**config.mk**
```make
export PLATFORM = sky130hd
export DESIGN_NAME = output_limiter
export DESIGN_NICKNAME = d
export VERILOG_FILES = /design/src/rtl/output_limiter.sv
export SDC_FILE = /design/constraint.sdc
export NUM_CORES = 2
export LEC_CHECK = 0
export BUFFER_PORTS_ARGS = -buffer_cell sky130_fd_sc_hd__buf_4
export CAP_MARGIN = 40
export CORE_ASPECT_RATIO = 1.4
export CORE_UTILIZATION = 58
export DETAILED_ROUTE_END_ITERATION = 7
export PLACE_DENSITY = 0.85
export SYNTH_ARGS = -nofsm -noshare
export SYNTH_HDL_FRONTEND = slang
export SYNTH_SLANG_ARGS = --single-unit
```
**constraint.sdc**
```tcl
create_clock -name clk -period 13.26 [get_ports clk]
set_clock_uncertainty 0.2 [all_clocks]
set_input_delay 1.326 -clock clk [delete_from_list [all_inputs] [get_ports clk]]
set_output_delay 1.326 -clock clk [all_outputs]
set_load 0.01 [all_outputs]
```
**src/rtl/output_limiter.sv**
```systemverilog
// Output limiter: envelope-driven gain reduction with a sequential divider and a final hard
// saturation, taking a 32-bit signed sample back to the 16-bit signed output domain.
module output_limiter #(
  parameter int unsigned THRESH        = 32767,
  parameter int unsigned ATTACK_SHIFT  = 1,
  parameter int unsigned RELEASE_SHIFT = 8,
  parameter int unsigned GAIN_FRAC     = 15
) (
  input  logic        clk,
  input  logic        rst,
  input  logic        in_valid,
  output logic        in_ready,
  input  logic [31:0] in_sample,
  output logic        ou_valid,
  output logic [15:0] ou_sample,
  output logic [15:0] ou_gain
);

  localparam int unsigned RemW = 31 + GAIN_FRAC;
  localparam logic [RemW-1:0] Numer = RemW'(THRESH) << GAIN_FRAC;
  localparam logic [30:0] ThreshW = 31'(THRESH);
  localparam logic [15:0] UnityGain = 16'(1 << GAIN_FRAC);

  typedef enum logic [1:0] {StIdle, StEnv, StDiv, StMul} state_e;

  state_e          state_q;
  logic [31:0]     x_q;
  logic [30:0]     env_q;
  logic [RemW-1:0] rem_q;
  logic [RemW-1:0] dsh_q;
  logic [15:0]     gain_q;
  logic [3:0]      cnt_q;

  logic [30:0]        mag;
  logic [30:0]        env_nxt;
  logic [47:0]        prod;
  logic signed [47:0] y;
  logic [15:0]        y_sat;
  logic               rem_ge;

  assign in_ready = (state_q == StIdle);

  always_comb begin
    // -2^31 has no positive counterpart in 32 bits; clamp its magnitude to 2^31-1
    mag = 31'h0;
    if (!x_q[31]) begin
      mag = x_q[30:0];
    end else if (x_q == 32'h8000_0000) begin
      mag = 31'h7fff_ffff;
    end else begin
      mag = 31'(32'h0 - x_q);
    end

    env_nxt = env_q;
    if (mag > env_q) begin
      env_nxt = env_q + ((mag - env_q) >> ATTACK_SHIFT);
    end else begin
      env_nxt = env_q - ((env_q - mag) >> RELEASE_SHIFT);
    end

    // Sign-extended x times zero-extended gain; the low 48 bits are the exact signed product
    prod = {{16{x_q[31]}}, x_q} * {32'h0, gain_q};
    y    = $signed(prod) >>> GAIN_FRAC;

    y_sat = y[15:0];
    if (y > 48'sd32767) begin
      y_sat = 16'h7fff;
    end else if (y < -48'sd32768) begin
      y_sat = 16'h8000;
    end

    rem_ge = (rem_q >= dsh_q);
  end

  always_ff @(posedge clk or posedge rst) begin
    if (rst) begin
      state_q   <= StIdle;
      x_q       <= 32'h0;
      env_q     <= 31'h0;
      rem_q     <= '0;
      dsh_q     <= '0;
      gain_q    <= 16'h0;
      cnt_q     <= 4'h0;
      ou_valid  <= 1'b0;
      ou_sample <= 16'h0;
      ou_gain   <= 16'h0;
    end else begin
      ou_valid <= 1'b0;
      unique case (state_q)
        StIdle: begin
          if (in_valid) begin
            x_q     <= in_sample;
            state_q <= StEnv;
          end
        end
        StEnv: begin
          env_q <= env_nxt;
          if (env_nxt > ThreshW) begin
            rem_q   <= Numer;
            dsh_q   <= RemW'(env_nxt) << GAIN_FRAC;
            gain_q  <= 16'h0;
            cnt_q   <= 4'h0;
            state_q <= StDiv;
          end else begin
            gain_q  <= UnityGain;
            state_q <= StMul;
          end
        end
        StDiv: begin
          // Restoring divide: divisor starts at env<<15 and walks down one bit per cycle
          if (rem_ge) begin
            rem_q <= rem_q - dsh_q;
          end
          gain_q <= {gain_q[14:0], rem_ge};
          dsh_q  <= dsh_q >> 1;
          cnt_q  <= cnt_q + 4'h1;
          if (cnt_q == 4'hf) begin
            state_q <= StMul;
          end
        end
        StMul: begin
          ou_sample <= y_sat;
          ou_gain   <= gain_q;
          ou_valid  <= 1'b1;
          state_q   <= StIdle;
        end
        default: state_q <= StIdle;
      endcase
    end
  end

endmodule
```
* After elaboration in Yosys (flattened, before gate mapping)
Index checks and enable logic that the tools add are counted.
Cells by class: muxes and demuxes 19, add/subtract/negate cells 7, magnitude comparators 5, equal/unequal tests 9, multiply operators 1, reductions and logical operators 6
Operator list (number):
- one-hot mux 46 bit (2 select lines) | 2
- two-way mux 46 bit | 3
- two-way mux 31 bit | 3
- subtractor 31 bit | 2
- multiplier 32 x 17 -> 48 bit | 1
- two-way mux 16 bit | 3
- >= comparator 46 bit | 1
- subtractor 46 bit | 1
- > comparator 33 x 16 -> 1 bit, second input constant | 1
- less-than comparator 33 x 16 -> 1 bit, second input constant | 1
- equality test 32 bit, second input constant | 1
- one-hot mux 16 bit (2 select lines) | 1
- adder 31 x 30 -> 31 bit | 1
- > comparator 31 x 15 -> 1 bit, second input constant | 1
- > comparator 31 bit | 1
- subtractor 1 x 31 -> 31 bit, first input constant | 1
- subtractor 31 x 23 -> 31 bit | 1
- inequality test 2 bit, second input constant | 4
- one-hot mux 2 bit (4 select lines) | 1
- one-hot mux 4 bit (2 select lines) | 1
- AND reduction 2 bit | 3
- adder 4 x 1 -> 4 bit, second input constant | 1
- equality test 2 bit, second input constant | 2
- equality test 4 bit, second input constant | 1
- other kinds (7) | 9
Word-level totals: output and inout port bits 34, input bits 35, bits in registers 210, word-level logic and storage cells 57

* Logic depth before layout (Yosys ltp)
depth in word-level cells 9, gate-level depth with buffers 42

* Worst setup path after synthesis
OpenSTA, ideal clock, no wires.
path type reg2reg, start register x_q[1], end register cnt_q[0], path buffers 7, library setup time 0.128 ns, slack 3.264 ns, stages on the path, launching flop included 39, data required time 12.932 ns, data arrival time 9.669 ns, cells stage by stage dfrtp_1 clkbuf_1 inv_1 clkbuf_1 ha_1 nand2_1 or3_1 nand2b_1 nand2b_1 or3_1 or3_1 or3b_2 clkbuf_1 clkbuf_1 nand2_1 ha_1 buf_2 a21o_1 [... 3 more ...] nor4_1 nor4b_1 nor3b_1 a21oi_1 ha_1 inv_1 o21bai_1 a221o_1 a221oi_1 o21ai_1 xnor2_1 nand4_1 or4_1 nor4b_2 a21bo_1 buf_2 buf_6 mux2_1
On the way: longest elaborated chain between the ends 9
Ends and longest elaborated chain:
- start: declaration | RTL line 27 | logic [31:0] x_q;
- start signal: assignment | RTL line 92 | x_q <= in_sample;
- subtractor 1 x 31 -> 31 bit or equality test 32 bit (tied branches) | RTL line 51, 48
- two-way mux 31 bit | RTL line 48 | end else if (x_q == 32'h8000_0000) begin
- two-way mux 31 bit (*) | RTL line 46 | if (!x_q[31]) begin
- subtractor 31 bit (on tied branches) | RTL line 58, 56
- subtractor 31 x 23 -> 31 bit or adder 31 x 30 -> 31 bit (tied branches) | RTL line 58, 56
- two-way mux 31 bit (*) | RTL line 55 | if (mag > env_q) begin
- > comparator 31 x 15 -> 1 bit (*) | RTL line 98 | if (env_nxt > ThreshW) begin
- inequality test 2 bit (no line) (*)
- AND reduction 2 bit (no line) (*)
- end signal: assignment | RTL line 116 | cnt_q <= cnt_q + 4'h1;
- end: declaration | RTL line 32 | logic [3:0] cnt_q;
Every way passes the cells marked *; elsewhere a longest branch is shown, timed or not. A chain may end at the register's enable or synchronous reset.

* Final worst setup path
Same ends and word-level chain as after synthesis.

==> results.yml <==
synth:
  syn_inst: 4192
  synth.ff_latch_count: 210
  syn-mean-instance-area_um2: 8.54
  synth.yosys.seq_area_share: 0.147
  synth.distinct_cells: 91
  yosys_warnings: 0
  syn-cell-area_um2: 35800
  synth_nets: 4968
  post_synthesis_async_set_or_reset_flop_share: 1.00
  synthFlopType: "sky130_fd_sc_hd__dfrtp_1"
  synth_enable_flop_cells: 0
die:
  die-width_um: 212
  die_height_um: 296
  std_cell_rows: 107
  start_util: 0.588
  pin_count: 69
  floorplan.die_area_um2: 62700
  placeable_core_region_um2: 60900
detailed_routing:
  drt_pre_antenna_iters: 6
  routed_via_density: 5.90
  wl_per_cell_um: 19.6
  drt_iter0_drc: 2029
  routed-via-count: 29200
  total_wire_length_um: 97000
  ant_nets: 0
  route.detailed.drc: 0
setup_path:
  cpMaxStageDelayCell: "sky130_fd_sc_hd__nor4b_1"
  worstPathRequired_ns: 13.53
  cp-start-kind: "register"
  max_stage_delay_ns: 0.82
  critPathTopFamily: "simple AND/OR/NAND/NOR gates"
  arrival_worst_endpoint_ns: 12.18
  path_buf_inv: 4
  timing.critical_path.to_type: "register"
  path_class: "register to register"
  worstPathMaxFanout: 29
grt:
  global_route.overflow_total: 0
  grt_util_all_layers: 0.323
  grt_pass1_vias: 31200
  grt_first_pass_wirelength_um: 160000
  pin_count_of_the_biggest_net_entering_global_routing: 79
  antenna_found_initial: 1
sta:
  worst_pin_slew_ns: 0.971
  setup_tns_ns: 0
  layout_worst_path_cycle_share: 0.898
  final-hold-violation-count: 0
  finalSetupViolCount: 0
  finalMaxSlewViolations: 0
  timing.fmax_ghz: 0.0840
  grt_setup_unrepaired: "no"
  slew-limit-headroom: 0.352
  timing.final.crit_period_ns: 11.91
layout:
  postLayoutCoreUtil: 0.622
  area_delta_synth_final_pct: 5.86
  drive_gt1_frac: 0.0668
  filler_cell_count: 5062
  layout.cells.most_common_list: "724 x sky130_fd_sc_hd__inv_1, 534 x sky130_fd_sc_hd__nand2_1, 485 x sky130_fd_sc_hd__fa_1"
  layout_nets: 4890
  multi_input_area_um2: 26900
  sequential_cell_area_um2: 5260
  antenna_cells_inserted: 0
  mostFrequentLayoutCell: "sky130_fd_sc_hd__inv_1"
placement:
  port_buffers: 68
  place_hpwl_um: 76700
  globalplace.congestion: 1.02
clock_network:
  cts.htree.levels: 1
  clk_transition_reported_paths_ns: 0.06
  num_cts_buffers: 26
  clock_insertion_delay_worst_skew_ns: 0.60
  clock_tree.buffer_depth: 3
  postCtsResizedCells: 0
  cts_tree: "yes"
  cts.repair_timing.setup_buffer_count: 0
  clkSinkCount: 210
  holdBufCountCts: 0
  cts_root_buf: "sky130_fd_sc_hd__clkbuf_16"
flow_run:
  cap_viol_max_count: 0
min_path:
  worstHoldPathType: "register to register"
outcome:
  run_status: "finished clean"
[synthesized netlist by cell type, types with 20 or more instances]
library cell | count | area (um^2)
sky130_fd_sc_hd__o21bai_1 | 33 | 248
sky130_fd_sc_hd__o211ai_1 | 33 | 248
sky130_fd_sc_hd__nand2_1 | 535 | 2010
sky130_fd_sc_hd__nand4_1 | 33 | 206
sky130_fd_sc_hd__a21oi_1 | 200 | 1000
sky130_fd_sc_hd__nor3_1 | 45 | 225
sky130_fd_sc_hd__o31ai_1 | 20 | 150
sky130_fd_sc_hd__and2_1 | 194 | 1210
sky130_fd_sc_hd__inv_1 | 725 | 2720
sky130_fd_sc_hd__xnor2_1 | 105 | 920
sky130_fd_sc_hd__ha_1 | 256 | 3200
sky130_fd_sc_hd__nor2_1 | 183 | 687
sky130_fd_sc_hd__xor2_1 | 76 | 666
sky130_fd_sc_hd__mux2_2 | 52 | 586
sky130_fd_sc_hd__clkbuf_1 | 200 | 751
sky130_fd_sc_hd__or3_1 | 24 | 150
sky130_fd_sc_hd__mux2i_1 | 103 | 1030
sky130_fd_sc_hd__a21o_1 | 86 | 646
sky130_fd_sc_hd__nand2b_1 | 21 | 131
sky130_fd_sc_hd__nand3_1 | 61 | 305
sky130_fd_sc_hd__dfrtp_1 | 210 | 5260
sky130_fd_sc_hd__o21ai_0 | 129 | 646
sky130_fd_sc_hd__fa_1 | 485 | 9710
sky130_fd_sc_hd__o21a_1 | 28 | 210
[through the flow]
step / setup WS (ns) / std cells / area [um^2] / hold WS, ns
5_1_grt: 0.813 / 4951 / 37900 / 0.312
6_report: 1.35 / 4951 / 37900 / 0.295
4_1_cts: 1.50 / 4951 / 37900 / 0.300
3_5_place_dp: 1.52 / 4903 / 37000 / 0.286
3_3_place_gp: 1.49 / 4897 / 36800 / 0.273
2_1_floorplan: 3.26 / 4192 / 35800 / 0.265
[per-layer routing]
| metal | up-vias | wire length, um | track usage |
|---|---|---|---|
| li1 | 13400 | - | - |
| met3 | 334 | 5630 | 0.0500 |
| met5 | - | 13 | 0 |
| met4 | 2 | 6270 | 0.190 |
| met2 | 1068 | 50000 | 0.580 |
| met1 | 14400 | 35100 | 0.359 |
[cell type report]
cell class | count | area share
repair buffers | 126 | 0.0273
multi-input cells | 3025 | 0.711
clock inverters | 17 | 0.00532
flip-flops and latches | 210 | 0.139
well taps | 817 | 0.0270
clock buffers | 31 | 0.0190
inverters | 725 | 0.0720
[kinds of logic (layout without fill, tap and decap cells)]
logic type	after synthesis	in the layout	synth area share
compound gates	720	720	0.134
xor+xnor	182	182	0.0447
fa+ha+maj	741	741	0.361
buf+inv	957	899	0.102
flops	210	210	0.147
mux	166	166	0.0490
simple gates	1216	1216	0.163
[flip-flops by register name, indices dropped and copies added (netlist names)]
name,flops
state_q,2
rem_q,46
cnt_q,4
gain_q,16
ou_sample,16
ou_valid,1
x_q,32
dsh_q,46
ou_gain,16
env_q,31
[worst register-to-register path, delay by kind of cell (launching register included)]
kind / cells / cell delay [ns]
AOI/OAI and AO/OA: 10 / 2.93
xor gates and xnor gates: 1 / 0.41
adders and majority gates: 3 / 0.91
buffers and inverters: 4 / 1.11
DFF: 1 / 0.49
muxes: 1 / 0.39
and+or+nand+nor: 14 / 5.36
[worst paths after layout]
kind                           start    endpoint  slack (ns)  depth (start not counted)
max                           x_q[1]    cnt_q[0]        1.35                         33
max reg2reg                   x_q[1]    cnt_q[0]        1.35                         33
max in group asynchronous        rst     x_q[27]       10.77                          5
min in group asynchronous        rst  ou_gain[2]        0.55                          2
min reg2reg                rem_q[21]   rem_q[21]        0.30                          1
min                        rem_q[21]   rem_q[21]        0.30                          1
Power is not shown: default switching activity piles up to over one toggle a cycle in this logic, so the estimate is an artifact.
